`config.mk`:
```
export PLATFORM = sky130hd
export DESIGN_NAME = ex_hilo_unit
export DESIGN_NICKNAME = d
export VERILOG_FILES = /design/src/rtl/ex_hilo_unit_pkg.sv /design/src/rtl/ex_hilo_unit_iter_core.sv /design/src/rtl/ex_hilo_unit.sv
export SDC_FILE = /design/constraint.sdc
export NUM_CORES = 1
export LEC_CHECK = 0
export BUFFER_PORTS_ARGS = -buffer_cell sky130_fd_sc_hd__clkbuf_2
export CORE_ASPECT_RATIO = 1.5
export CORE_MARGIN = 2
export CORE_UTILIZATION = 63
export DETAILED_ROUTE_END_ITERATION = 6
export PLACE_DENSITY_LB_ADDON = 0.2
export SETUP_SLACK_MARGIN = 0.5
export SLEW_MARGIN = 20
export SYNTH_ARGS = -nofsm -noshare
export SYNTH_HDL_FRONTEND = slang
export SYNTH_SLANG_ARGS = --single-unit
```
`constraint.sdc`:
```
create_clock -name clk -period 12.3 [get_ports clk]
set_input_delay 2.46 -clock clk [delete_from_list [all_inputs] [get_ports clk]]
set_output_delay 2.46 -clock clk [all_outputs]
set_load 0.02 [all_outputs]
```
`src/rtl/ex_hilo_unit_pkg.sv`:
```
`default_nettype none
// ============================================================================
// Module   : ex_hilo_unit_pkg
// Purpose  : Shared definitions for the EX-stage HI/LO unit: write-bus width,
//            bit positions of the one-hot hilo_op flags and FSM encodings.
// Ports    : none (package)
// Revision : 1.0 - initial release
// ============================================================================
package ex_hilo_unit_pkg;

  // {hi_we, hi_in[31:0], lo_we, lo_in[31:0]}
  localparam int HILO_BUS_WD = 66;

  // Bit positions inside hilo_op = {mfhi, mflo, mthi, mtlo, mult, multu, div, divu}
  localparam int c_OP_MFHI  = 7;
  localparam int c_OP_MFLO  = 6;
  localparam int c_OP_MTHI  = 5;
  localparam int c_OP_MTLO  = 4;
  localparam int c_OP_MULT  = 3;
  localparam int c_OP_MULTU = 2;
  localparam int c_OP_DIV   = 1;
  localparam int c_OP_DIVU  = 0;

  typedef enum logic [1:0] {
    ST_IDLE = 2'd0,
    ST_BUSY = 2'd1,
    ST_DONE = 2'd2
  } state_t;

endpackage
`default_nettype wire

```
`src/rtl/ex_hilo_unit_iter_core.sv`:
```
`default_nettype none
// ============================================================================
// Module   : hilo_iter_core
// Purpose  : Iterative unsigned multiply (shift-add) / restoring divide
//            (shift-subtract) engine, one step per clock.
// Ports    : clk, rst (async, active-low)
//            start   - load operands and counter (only when idle)
//            is_div  - 1: divide op_a / op_b, 0: multiply op_a * op_b
//            op_a/b  - unsigned magnitudes
//            done    - high during the final step
//            hi/lo   - product[63:32]/[31:0] or remainder/quotient
// Revision : 1.0 - initial release
// ============================================================================
module hilo_iter_core #(
  parameter int ITER = 32
) (
  input  logic        clk,
  input  logic        rst,
  input  logic        start,
  input  logic        is_div,
  input  logic [31:0] op_a,
  input  logic [31:0] op_b,
  output logic        done,
  output logic [31:0] hi,
  output logic [31:0] lo
);

  localparam int                 c_CNT_W   = $clog2(ITER + 1);
  localparam logic [c_CNT_W-1:0] c_CNT_LD  = c_CNT_W'(ITER);
  localparam logic [c_CNT_W-1:0] c_CNT_ONE = c_CNT_W'(1);

  logic [c_CNT_W-1:0] r_cnt;
  logic [63:0]        r_acc;    // product, or remainder in [63:32] when dividing
  logic [31:0]        r_opa;    // multiplicand, or dividend shifting into quotient
  logic [31:0]        r_opb;    // multiplier shifting right, or divisor
  logic               r_is_div;

  // Multiply step: add multiplicand into the upper half, then shift the
  // whole accumulator right so the low product bits fill in from the top.
  logic [32:0] w_mul_sum;
  logic [63:0] w_mul_next;
  assign w_mul_sum  = {1'b0, r_acc[63:32]} + {1'b0, (r_opb[0] ? r_opa : 32'd0)};
  assign w_mul_next = {w_mul_sum, r_acc[31:1]};

  // Divide step: bring the next dividend bit into the remainder and try a
  // subtract. With a zero divisor every trial fits, which leaves an all-ones
  // quotient and the dividend as remainder without any special casing.
  logic [32:0] w_shift;
  logic [32:0] w_diff;
  logic        w_fits;
  assign w_shift = {r_acc[63:32], r_opa[31]};
  assign w_diff  = w_shift - {1'b0, r_opb};
  assign w_fits  = ~w_diff[32];

  always_ff @(posedge clk or negedge rst) begin
    if (!rst) begin
      r_cnt    <= '0;
      r_acc    <= 64'd0;
      r_opa    <= 32'd0;
      r_opb    <= 32'd0;
      r_is_div <= 1'b0;
    end else if (start) begin
      r_cnt    <= c_CNT_LD;
      r_acc    <= 64'd0;
      r_opa    <= op_a;
      r_opb    <= op_b;
      r_is_div <= is_div;
    end else if (r_cnt != '0) begin
      r_cnt <= r_cnt - c_CNT_ONE;
      if (r_is_div) begin
        r_acc[63:32] <= w_fits ? w_diff[31:0] : w_shift[31:0];
        r_opa        <= {r_opa[30:0], w_fits};
      end else begin
        r_acc <= w_mul_next;
        r_opb <= {1'b0, r_opb[31:1]};
      end
    end
  end

  assign done = (r_cnt == c_CNT_ONE);
  assign hi   = r_acc[63:32];
  assign lo   = r_is_div ? r_opa : r_acc[31:0];

endmodule
`default_nettype wire

```
`src/rtl/ex_hilo_unit.sv`:
```
`default_nettype none
// ============================================================================
// Module   : ex_hilo_unit
// Purpose  : EX-stage HI/LO responder. Runs mult/multu/div/divu iteratively
//            with a pipeline stall, handles mthi/mtlo and mfhi/mflo.
// Ports    : clk, rst (async, active-low)
//            op_valid, hilo_op[7:0] - instruction valid and one-hot HI/LO op
//            rdata1/rdata2          - forwarded rs/rt
//            hi_i/lo_i              - forwarded HI/LO
//            stallreq_for_hilo      - stall request while a long op runs
//            hilo_bus[65:0]         - {hi_we, hi_in, lo_we, lo_in}
//            mf_result[31:0]        - mfhi/mflo read data
// Revision : 1.0 - initial release
// ============================================================================
module ex_hilo_unit
  import ex_hilo_unit_pkg::*;
#(
  parameter int ITER = 32
) (
  input  logic                   clk,
  input  logic                   rst,
  input  logic                   op_valid,
  input  logic [7:0]             hilo_op,
  input  logic [31:0]            rdata1,
  input  logic [31:0]            rdata2,
  input  logic [31:0]            hi_i,
  input  logic [31:0]            lo_i,
  output logic                   stallreq_for_hilo,
  output logic [HILO_BUS_WD-1:0] hilo_bus,
  output logic [31:0]            mf_result
);

  state_t r_state;
  state_t w_state_nxt;

  logic w_mult, w_multu, w_div, w_divu, w_signed, w_long, w_start;
  assign w_mult   = hilo_op[c_OP_MULT];
  assign w_multu  = hilo_op[c_OP_MULTU];
  assign w_div    = hilo_op[c_OP_DIV];
  assign w_divu   = hilo_op[c_OP_DIVU];
  assign w_signed = w_mult | w_div;
  assign w_long   = op_valid & (w_mult | w_multu | w_div | w_divu);
  assign w_start  = (r_state == ST_IDLE) & w_long;

  // Magnitudes; 0x80000000 negates to itself, which reads as 2^31 unsigned.
  logic [31:0] w_abs_a, w_abs_b;
  assign w_abs_a = (w_signed & rdata1[31]) ? (~rdata1 + 32'd1) : rdata1;
  assign w_abs_b = (w_signed & rdata2[31]) ? (~rdata2 + 32'd1) : rdata2;

  // Sign fix-up flags captured at acceptance. r_neg_q negates the product
  // for mult or the quotient for div; r_neg_r gives the remainder the
  // dividend's sign.
  logic r_is_div, r_neg_q, r_neg_r;
  always_ff @(posedge clk or negedge rst) begin
    if (!rst) begin
      r_is_div <= 1'b0;
      r_neg_q  <= 1'b0;
      r_neg_r  <= 1'b0;
    end else if (w_start) begin
      r_is_div <= w_div | w_divu;
      r_neg_q  <= w_signed & (rdata1[31] ^ rdata2[31]);
      r_neg_r  <= w_div & rdata1[31];
    end
  end

  logic        w_core_done;
  logic [31:0] w_core_hi, w_core_lo;

  hilo_iter_core #(
    .ITER (ITER)
  ) u_core (
    .clk    (clk),
    .rst    (rst),
    .start  (w_start),
    .is_div (w_div | w_divu),
    .op_a   (w_abs_a),
    .op_b   (w_abs_b),
    .done   (w_core_done),
    .hi     (w_core_hi),
    .lo     (w_core_lo)
  );

  logic [63:0] w_prod, w_prod_fix;
  logic [31:0] w_res_hi, w_res_lo;
  assign w_prod     = {w_core_hi, w_core_lo};
  assign w_prod_fix = r_neg_q ? (~w_prod + 64'd1) : w_prod;
  assign w_res_hi   = r_is_div ? (r_neg_r ? (~w_core_hi + 32'd1) : w_core_hi)
                               : w_prod_fix[63:32];
  assign w_res_lo   = r_is_div ? (r_neg_q ? (~w_core_lo + 32'd1) : w_core_lo)
                               : w_prod_fix[31:0];

  always_ff @(posedge clk or negedge rst) begin
    if (!rst) begin
      r_state <= ST_IDLE;
    end else begin
      r_state <= w_state_nxt;
    end
  end

  logic        w_hi_we, w_lo_we, w_stall;
  logic [31:0] w_hi_in, w_lo_in;

  always_comb begin
    w_state_nxt = r_state;
    w_stall     = 1'b0;
    w_hi_we     = 1'b0;
    w_hi_in     = 32'd0;
    w_lo_we     = 1'b0;
    w_lo_in     = 32'd0;
    case (r_state)
      ST_IDLE: begin
        if (w_long) begin
          w_stall     = 1'b1;
          w_state_nxt = ST_BUSY;
        end
        if (op_valid & hilo_op[c_OP_MTHI]) begin
          w_hi_we = 1'b1;
          w_hi_in = rdata1;
        end
        if (op_valid & hilo_op[c_OP_MTLO]) begin
          w_lo_we = 1'b1;
          w_lo_in = rdata1;
        end
      end
      ST_BUSY: begin
        w_stall = 1'b1;
        if (w_core_done) begin
          w_state_nxt = ST_DONE;
        end
      end
      ST_DONE: begin
        // The long op still on the inputs is the one just finished leaving EX.
        w_hi_we     = 1'b1;
        w_hi_in     = w_res_hi;
        w_lo_we     = 1'b1;
        w_lo_in     = w_res_lo;
        w_state_nxt = ST_IDLE;
      end
      default: begin
        w_state_nxt = ST_IDLE;
      end
    endcase
  end

  assign stallreq_for_hilo = w_stall;
  assign hilo_bus          = {w_hi_we, w_hi_in, w_lo_we, w_lo_in};

  always_comb begin
    mf_result = 32'd0;
    if (op_valid & hilo_op[c_OP_MFHI]) begin
      mf_result = hi_i;
    end else if (op_valid & hilo_op[c_OP_MFLO]) begin
      mf_result = lo_i;
    end
  end

endmodule
`default_nettype wire

```
# Yosys cells after proc, flatten, opt, wreduce, memory -nomap -nowiden

Index checks and enable logic that the tools add are counted.

Flip-flop bits (word level): 139
Input port bits: 139
Output and inout bits: 99
Word-level logic and storage cells: 89

$add $sub $neg: 8
Equal/unequal tests: 6
Muxes and demuxes: 37
Bitwise logic cells: 22
Reductions and logical operators: 7

Operators with widths:

| kind                                                                   | count |
|---|---|
| 32-bit two-way mux                                                     | 21 |
| 64-bit two-way mux                                                     | 3 |
| 32-bit by 1-bit adder with 32-bit output (second input constant)       | 4 |
| 32-bit inverter                                                        | 4 |
| 32-bit one-hot mux with 2 select lines                                 | 2 |
| 64-bit by 1-bit adder with 64-bit output (second input constant)       | 1 |
| 64-bit inverter                                                        | 1 |
| 32-bit by 32-bit adder with 33-bit output                              | 1 |
| 33-bit by 32-bit subtractor with 33-bit output                         | 1 |
| 6-bit two-way mux                                                      | 2 |
| 1-bit AND                                                              | 10 |
| 6-bit by 1-bit equality test with 1-bit output (second input constant) | 1 |
| 1-bit one-hot mux with 2 select lines                                  | 3 |
| 2-bit AND reduction                                                    | 3 |
| 6-bit nonzero test                                                     | 1 |
| 6-bit by 1-bit subtractor with 6-bit output (second input constant)    | 1 |
| 1-bit OR                                                               | 5 |
| 2-bit two-way mux                                                      | 2 |
| 2-bit by 1-bit != test with 1-bit output (second input constant)       | 2 |
| 2-bit one-hot mux with 2 select lines                                  | 1 |
| 2-bit nonzero test                                                     | 2 |
| 1-bit two-way mux                                                      | 3 |
| 2-bit by 1-bit equality test with 1-bit output (second input constant) | 1 |
| 2-bit equality test (second input constant)                            | 1 |
| other kinds (4)                                                        | 4 |

# Logic depth before layout (Yosys ltp)

Depth after elaboration: 7
Depth in mapped cells: 18
Mapped depth without buffers: 13

# By module

A second synthesis with hierarchy kept.

Cells, all modules: 1887
Area total of the unflattened synthesis: 14860.5 um^2

By module, submodules not included:

| module         | times used | cells each | area an instance (um^2) | seq. area each (um^2) |
|---|---|---|---|---|
| hilo_iter_core | 1          | 1192       | 10373.7                 | 3378.2 |
| ex_hilo_unit   | 1          | 695        | 4486.8                  | 125.1 |

# Worst setup path before layout

Ideal clock, no wire load.

Path type: flip-flop to output port
From: reg u_core.r_is_div
To: out hilo_bus[61]
Arrival time: 4.580 ns
Data required time: 9.840 ns
Path slack: 5.260 ns
Stages on the path, launching flop included: 19
Buffers on the path: 8
Cell sequence: dfrtp_1 buf_6 buf_6 buf_6 buf_2 buf_1 buf_1 clkbuf_1 mux2i_1 ha_1 o221ai_1 and4bb_1 or4b_4 or2_1 o31a_1 buf_6 o31ai_4 xor2_1 o21ai_1

Cells in the longest elaborated chain, start to end: 6

Ends and longest elaborated chain:

| element                                  | line                         | RTL |
|---|---|---|
| start, declared                          | ex_hilo_unit_iter_core.sv:36 | `logic r_is_div;` |
| start signal, assigned                   | ex_hilo_unit_iter_core.sv:67 | `r_is_div <= is_div;` |
| 32-bit two-way mux                       | ex_hilo_unit_iter_core.sv:82 | `assign lo = r_is_div ? r_opa : r_acc[31:0];` |
| 64-bit inverter                          | ex_hilo_unit.sv:86           | `assign w_prod_fix = r_neg_q ? (~w_prod + 64'd1) : w_prod;` |
| 64-bit by 1-bit adder with 64-bit output | ex_hilo_unit.sv:86           |  |
| 64-bit two-way mux                       | ex_hilo_unit.sv:86           |  |
| 32-bit two-way mux *                     | ex_hilo_unit.sv:87           | `assign w_res_hi = r_is_div ? (r_neg_r ? (~w_core_hi + 32'd1) : w_core_hi)` |
| 32-bit one-hot mux with 2 select lines * | ex_hilo_unit.sv:110          | `case (r_state)` |
| end, declared                            | ex_hilo_unit.sv:29           | `output logic [HILO_BUS_WD-1:0] hilo_bus,` |

Mark *: on every way between the ends. The rest lies on a longest branch, timed or not.

# Worst setup path after layout

Same ends and word-level chain as after synthesis.

==> impl_results.rst <==
.. list-table::
   :header-rows: 1

   * - Metric
     - Value
   * - Net count reported at finish
     - 2,298
   * - End point of the critical path
     - hilo_bus[61]
   * - Post-synthesis instance total
     - 1,923
   * - Final instance area
     - 16,600 µm²
   * - Level count of the clock H-tree
     - 4
   * - Sum of overflow across all layers after global routing
     - 0
   * - Setup slack of the worst register-to-register path
     - 8.05 ns
   * - Via/cell ratio
     - 6.64
   * - Top-Level Pins
     - 238
   * - Number of clock sinks
     - 139
   * - Kind of cell adding the most delay to the critical path
     - simple AND/OR/NAND/NOR gates
   * - Wire per inst
     - 20.8 µm
   * - Final setup margin
     - 4.79 ns
   * - Data arrival time at the worst-slack endpoint
     - 5.05 ns
   * - Growth of design area from synthesis to finish
     - 13.5%
   * - Final Hold Violating Endpoints
     - 0
   * - Vias after detailed routing
     - 15,800
   * - Number of antenna violations at the first check in global routing
     - 0
   * - Endpoint of the worst-slack reg-to-reg timing path
     - u_core.r_acc[61]
   * - Kind of critical path
     - flip-flop to primary output
   * - Number of standard cells in the layout, taps in and fillers out
     - 2,377
   * - Transition time of the tightest slew-check pin
     - 1.12 ns
   * - Number of synthesized register bits
     - 139
   * - Leakage
     - 0.00743 µW
   * - Outcome
     - finished, final reports clean
   * - Reg-to-reg critical path startpoint
     - u_core.r_opa[31]
   * - Power Density
     - 308 nW/µm²
   * - Final setup violating endpoints
     - 0
   * - Number of cells after detailed placement
     - 2,346
   * - Aggregate global-route resource usage
     - 39.5%
   * - Leading area contributor after synthesis
     - sky130_fd_sc_hd__dfrtp_1
   * - Async set or reset register ratio after synthesis
     - 100%
   * - Cts-stage hold buffer count
     - 0
   * - Library cell used as clock root buffer
     - sky130_fd_sc_hd__clkbuf_16
   * - Largest incremental delay on the critical path
     - 0.98 ns
   * - Number of buffers created by CTS
     - 17
   * - Library cell contributing the largest single delay on the critical path
     - sky130_fd_sc_hd__dfrtp_4
   * - Upper clock frequency limit
     - 133 MHz
   * - Sum of buffers and inverters on the critical path
     - 1
   * - Largest vdd supply drop
     - 0.156 mV
   * - Maximum clock insertion buffer count
     - 2
   * - Row Count
     - 68
   * - Detailed-routing iteration count for the pre-antenna-repair pass
     - 5
   * - Post-layout util
     - 72.5%
   * - Input/output buffers
     - 237
   * - Post-Syn Area per Cell
     - 7.60 µm²
   * - Overall die area
     - 24,500 µm²
   * - Setup repair after global routing missed its margin
     - no
   * - Resized Gates After CTS
     - 0
   * - Share of the synthesized area in the top cell type
     - 23.8%
   * - Die Y-Extent
     - 191 µm
   * - DR iter-0 viols
     - 1,626
   * - Worst endpoint required time
     - 9.84 ns
   * - Number of maximum-capacitance constraint violations
     - 0
   * - Horizontal die dimension
     - 128 µm
   * - Worst-path cell chain
     - mux2i_1, ha_1, o221ai_1, and4bb_1, or4b_4, or2_1, o31a_1, o31ai_4, xor2_1, o21ai_1, clkbuf_2
   * - Crit. Startpoint
     - u_core.r_is_div
   * - Unique masters post-synth
     - 84
   * - Critical Path End Type
     - primary output
   * - Mapped cell area
     - 14,600 µm²
   * - Peak fanout along the critical path
     - 69
   * - Final routed DRC violation total
     - 0
   * - Largest clock skew in the final design
     - 0.0119 ns
   * - Final wirelength
     - 49,500 µm
   * - Share of the cycle needed by the critical path after routing
     - 61.1%
   * - Max-slew headroom
     - 25.4%
   * - Starting density of the core
     - 63.9%
   * - Pre-CTS setup slack
     - 5.40 ns
   * - First-pass GRT wire length
     - 76,600 µm
   * - Routability Congestion
     - 1.01
   * - HPWL after detailed placement
     - 37,400 µm
   * - Sort of element at the start of the critical path
     - flip-flop
   * - Nets in the synthesized netlist
     - 2,135
   * - Pin count of the biggest net entering global routing
     - 79
   * - Count of cells along the worst register-to-register path
     - 13
   * - Clock-pin slew of the registers on the worst-case setup and hold paths
     - 0.06 ns
   * - Latest clock arrival within the worst-skew pair
     - 0.45 ns
   * - Main area contributors after synthesis
     - sky130_fd_sc_hd__dfrtp_1, sky130_fd_sc_hd__o21ai_0, sky130_fd_sc_hd__xnor2_1, sky130_fd_sc_hd__ha_1, sky130_fd_sc_hd__nand2_1
   * - DRT antenna net count
     - 0
   * - Total number of cells along the worst setup path
     - 11
   * - Via count of the first global-routing pass
     - 14,600
   * - Slew Viols, Final
     - 0
   * - CTS tree
     - done
   * - Number of enable flip-flop cells after synthesis
     - 0
   * - Fraction of layout cells with a size suffix above 1
     - 15.5%
   * - Final period demand of the worst path
     - 7.51 ns
   * - Ys Warns
     - 0
   * - Ant. Diodes
     - 0
   * - Standard cell area after detailed placement
     - 15,900 µm²
   * - Proportion of synthesized chip area in sequential cells
     - 23.8%
   * - Path category of the worst min-delay check
     - flip-flop to flip-flop
   * - Most frequently used flop master after synthesis
     - sky130_fd_sc_hd__dfrtp_1
   * - Hold path startpoint
     - u_core.r_opb[21]
   * - Setup Fix Bufs, Post-CTS
     - 0
   * - Sum of negative setup slack
     - 0 ns
   * - Area of the core
     - 22,900 µm²
-- worst min path at each step --
stage | cells past startpoint | slack (ns) | to
after floorplan | 2 | 0.47 | u_core.r_opb[31]
after CTS | 1 | 0.52 | u_core.r_cnt[5]
after global placement | 2 | 0.49 | u_core.r_opb[31]
after detailed placement | 1 | 0.51 | u_core.r_cnt[5]
final | 2 | 0.51 | u_core.r_opb[21]
after global routing | 1 | 0.54 | u_core.r_cnt[5]
-- logic make-up after synthesis --
group | count (synthesis) | synth area share (%)
and+or+nand+nor | 638 | 21.1
xor gates and xnor gates | 169 | 10.1
adders and majority gates | 73 | 6.35
DFF | 139 | 23.8
buffers and inverters | 178 | 4.90
muxes | 73 | 5.02
AOI/OAI and AO/OA | 653 | 28.7
-- stage by stage --
step | total power, µW | hold WS [ns]
after floorplan | 3540 | 0.469
after global placement | 4330 | 0.491
after detailed placement | 4400 | 0.507
after CTS | 5010 | 0.518
after global routing | 5480 | 0.537
final | 5110 | 0.514
-- power breakdown --
group	total [µW]	internal (µW)	switching, µW
clock	579	374	205
combinational	3500	1420	2080
sequential	1030	656	369
total	5110	2450	2650
-- state kept, by name, indices dropped and copies added (netlist names) --
| register | count |
|---|---|
| u_core.r_opb | 32 |
| u_core.r_cnt | 6 |
| r_neg_q | 1 |
| u_core.r_opa | 32 |
| r_neg_r | 1 |
| u_core.r_is_div | 1 |
| r_state | 2 |
| u_core.r_acc | 64 |
-- Yosys cell counts, types with 19 or more instances --
master / n
sky130_fd_sc_hd__a211oi_1: 31
sky130_fd_sc_hd__a21o_1: 25
sky130_fd_sc_hd__a21oi_1: 121
sky130_fd_sc_hd__a22o_1: 65
sky130_fd_sc_hd__a31oi_1: 21
sky130_fd_sc_hd__and2_1: 38
sky130_fd_sc_hd__clkbuf_1: 99
sky130_fd_sc_hd__dfrtp_1: 139
sky130_fd_sc_hd__ha_1: 71
sky130_fd_sc_hd__inv_1: 59
sky130_fd_sc_hd__mux2i_1: 72
sky130_fd_sc_hd__nand2_1: 221
sky130_fd_sc_hd__nand2b_1: 21
sky130_fd_sc_hd__nand3_1: 33
sky130_fd_sc_hd__nor2_1: 139
sky130_fd_sc_hd__nor3_1: 57
sky130_fd_sc_hd__o211ai_1: 19
sky130_fd_sc_hd__o21ai_0: 197
sky130_fd_sc_hd__o21ai_1: 33
sky130_fd_sc_hd__or3_1: 23
sky130_fd_sc_hd__xnor2_1: 110
sky130_fd_sc_hd__xor2_1: 59
-- layout by cell type (no fill, tap or decap), types with 16 or more instances in the layout --
| cell | n |
|---|---|
| sky130_fd_sc_hd__inv_1 | 59 |
| sky130_fd_sc_hd__a31oi_1 | 21 |
| sky130_fd_sc_hd__a21oi_1 | 120 |
| sky130_fd_sc_hd__ha_1 | 71 |
| sky130_fd_sc_hd__nor2_1 | 134 |
| sky130_fd_sc_hd__buf_4 | 24 |
| sky130_fd_sc_hd__nor3_1 | 57 |
| sky130_fd_sc_hd__or3_1 | 23 |
| sky130_fd_sc_hd__o211ai_1 | 19 |
| sky130_fd_sc_hd__dfrtp_1 | 138 |
| sky130_fd_sc_hd__a22o_1 | 65 |
| sky130_fd_sc_hd__o21ai_1 | 33 |
| sky130_fd_sc_hd__xor2_1 | 59 |
| sky130_fd_sc_hd__xnor2_1 | 110 |
| sky130_fd_sc_hd__nor4_1 | 16 |
| sky130_fd_sc_hd__nand2b_1 | 20 |
| sky130_fd_sc_hd__mux2i_1 | 72 |
| sky130_fd_sc_hd__a21o_1 | 25 |
| sky130_fd_sc_hd__clkbuf_2 | 236 |
| sky130_fd_sc_hd__and2_1 | 38 |
| sky130_fd_sc_hd__clkbuf_16 | 17 |
| sky130_fd_sc_hd__a22oi_1 | 18 |
| sky130_fd_sc_hd__a211oi_1 | 31 |
| sky130_fd_sc_hd__o31ai_1 | 18 |
| sky130_fd_sc_hd__o21ai_0 | 197 |
| sky130_fd_sc_hd__nand2_1 | 221 |
| sky130_fd_sc_hd__nand3_1 | 33 |
-- worst reg2reg max path, delay by kind of cell, from the launching register on --
kind	cells	cell delay (ns)
AND/OR/NAND/NOR	5	1.26
flip-flops	1	0.45
AO/OA/AOI/OAI	4	1.32
adder cells (fa/ha/maj)	2	0.66
buffers and inverters	2	0.46
-- layer usage --
layer	track usage, %	share of wire (%)
met5	0	0
met4	22.5	6.0
met3	5.53	7.4
met2	65.9	48
met1	48.6	39
-- layout make-up --
type	count	area [µm²]
repair buffers	262	1400
multi-input cells	1606	10500
fillers	1870	6300
clock inverters	10	190
flip-flops and latches	139	3480
well taps	280	350
clock buffers	20	467
inverters	60	225
Note: power is estimated with default switching activity, not from simulation.
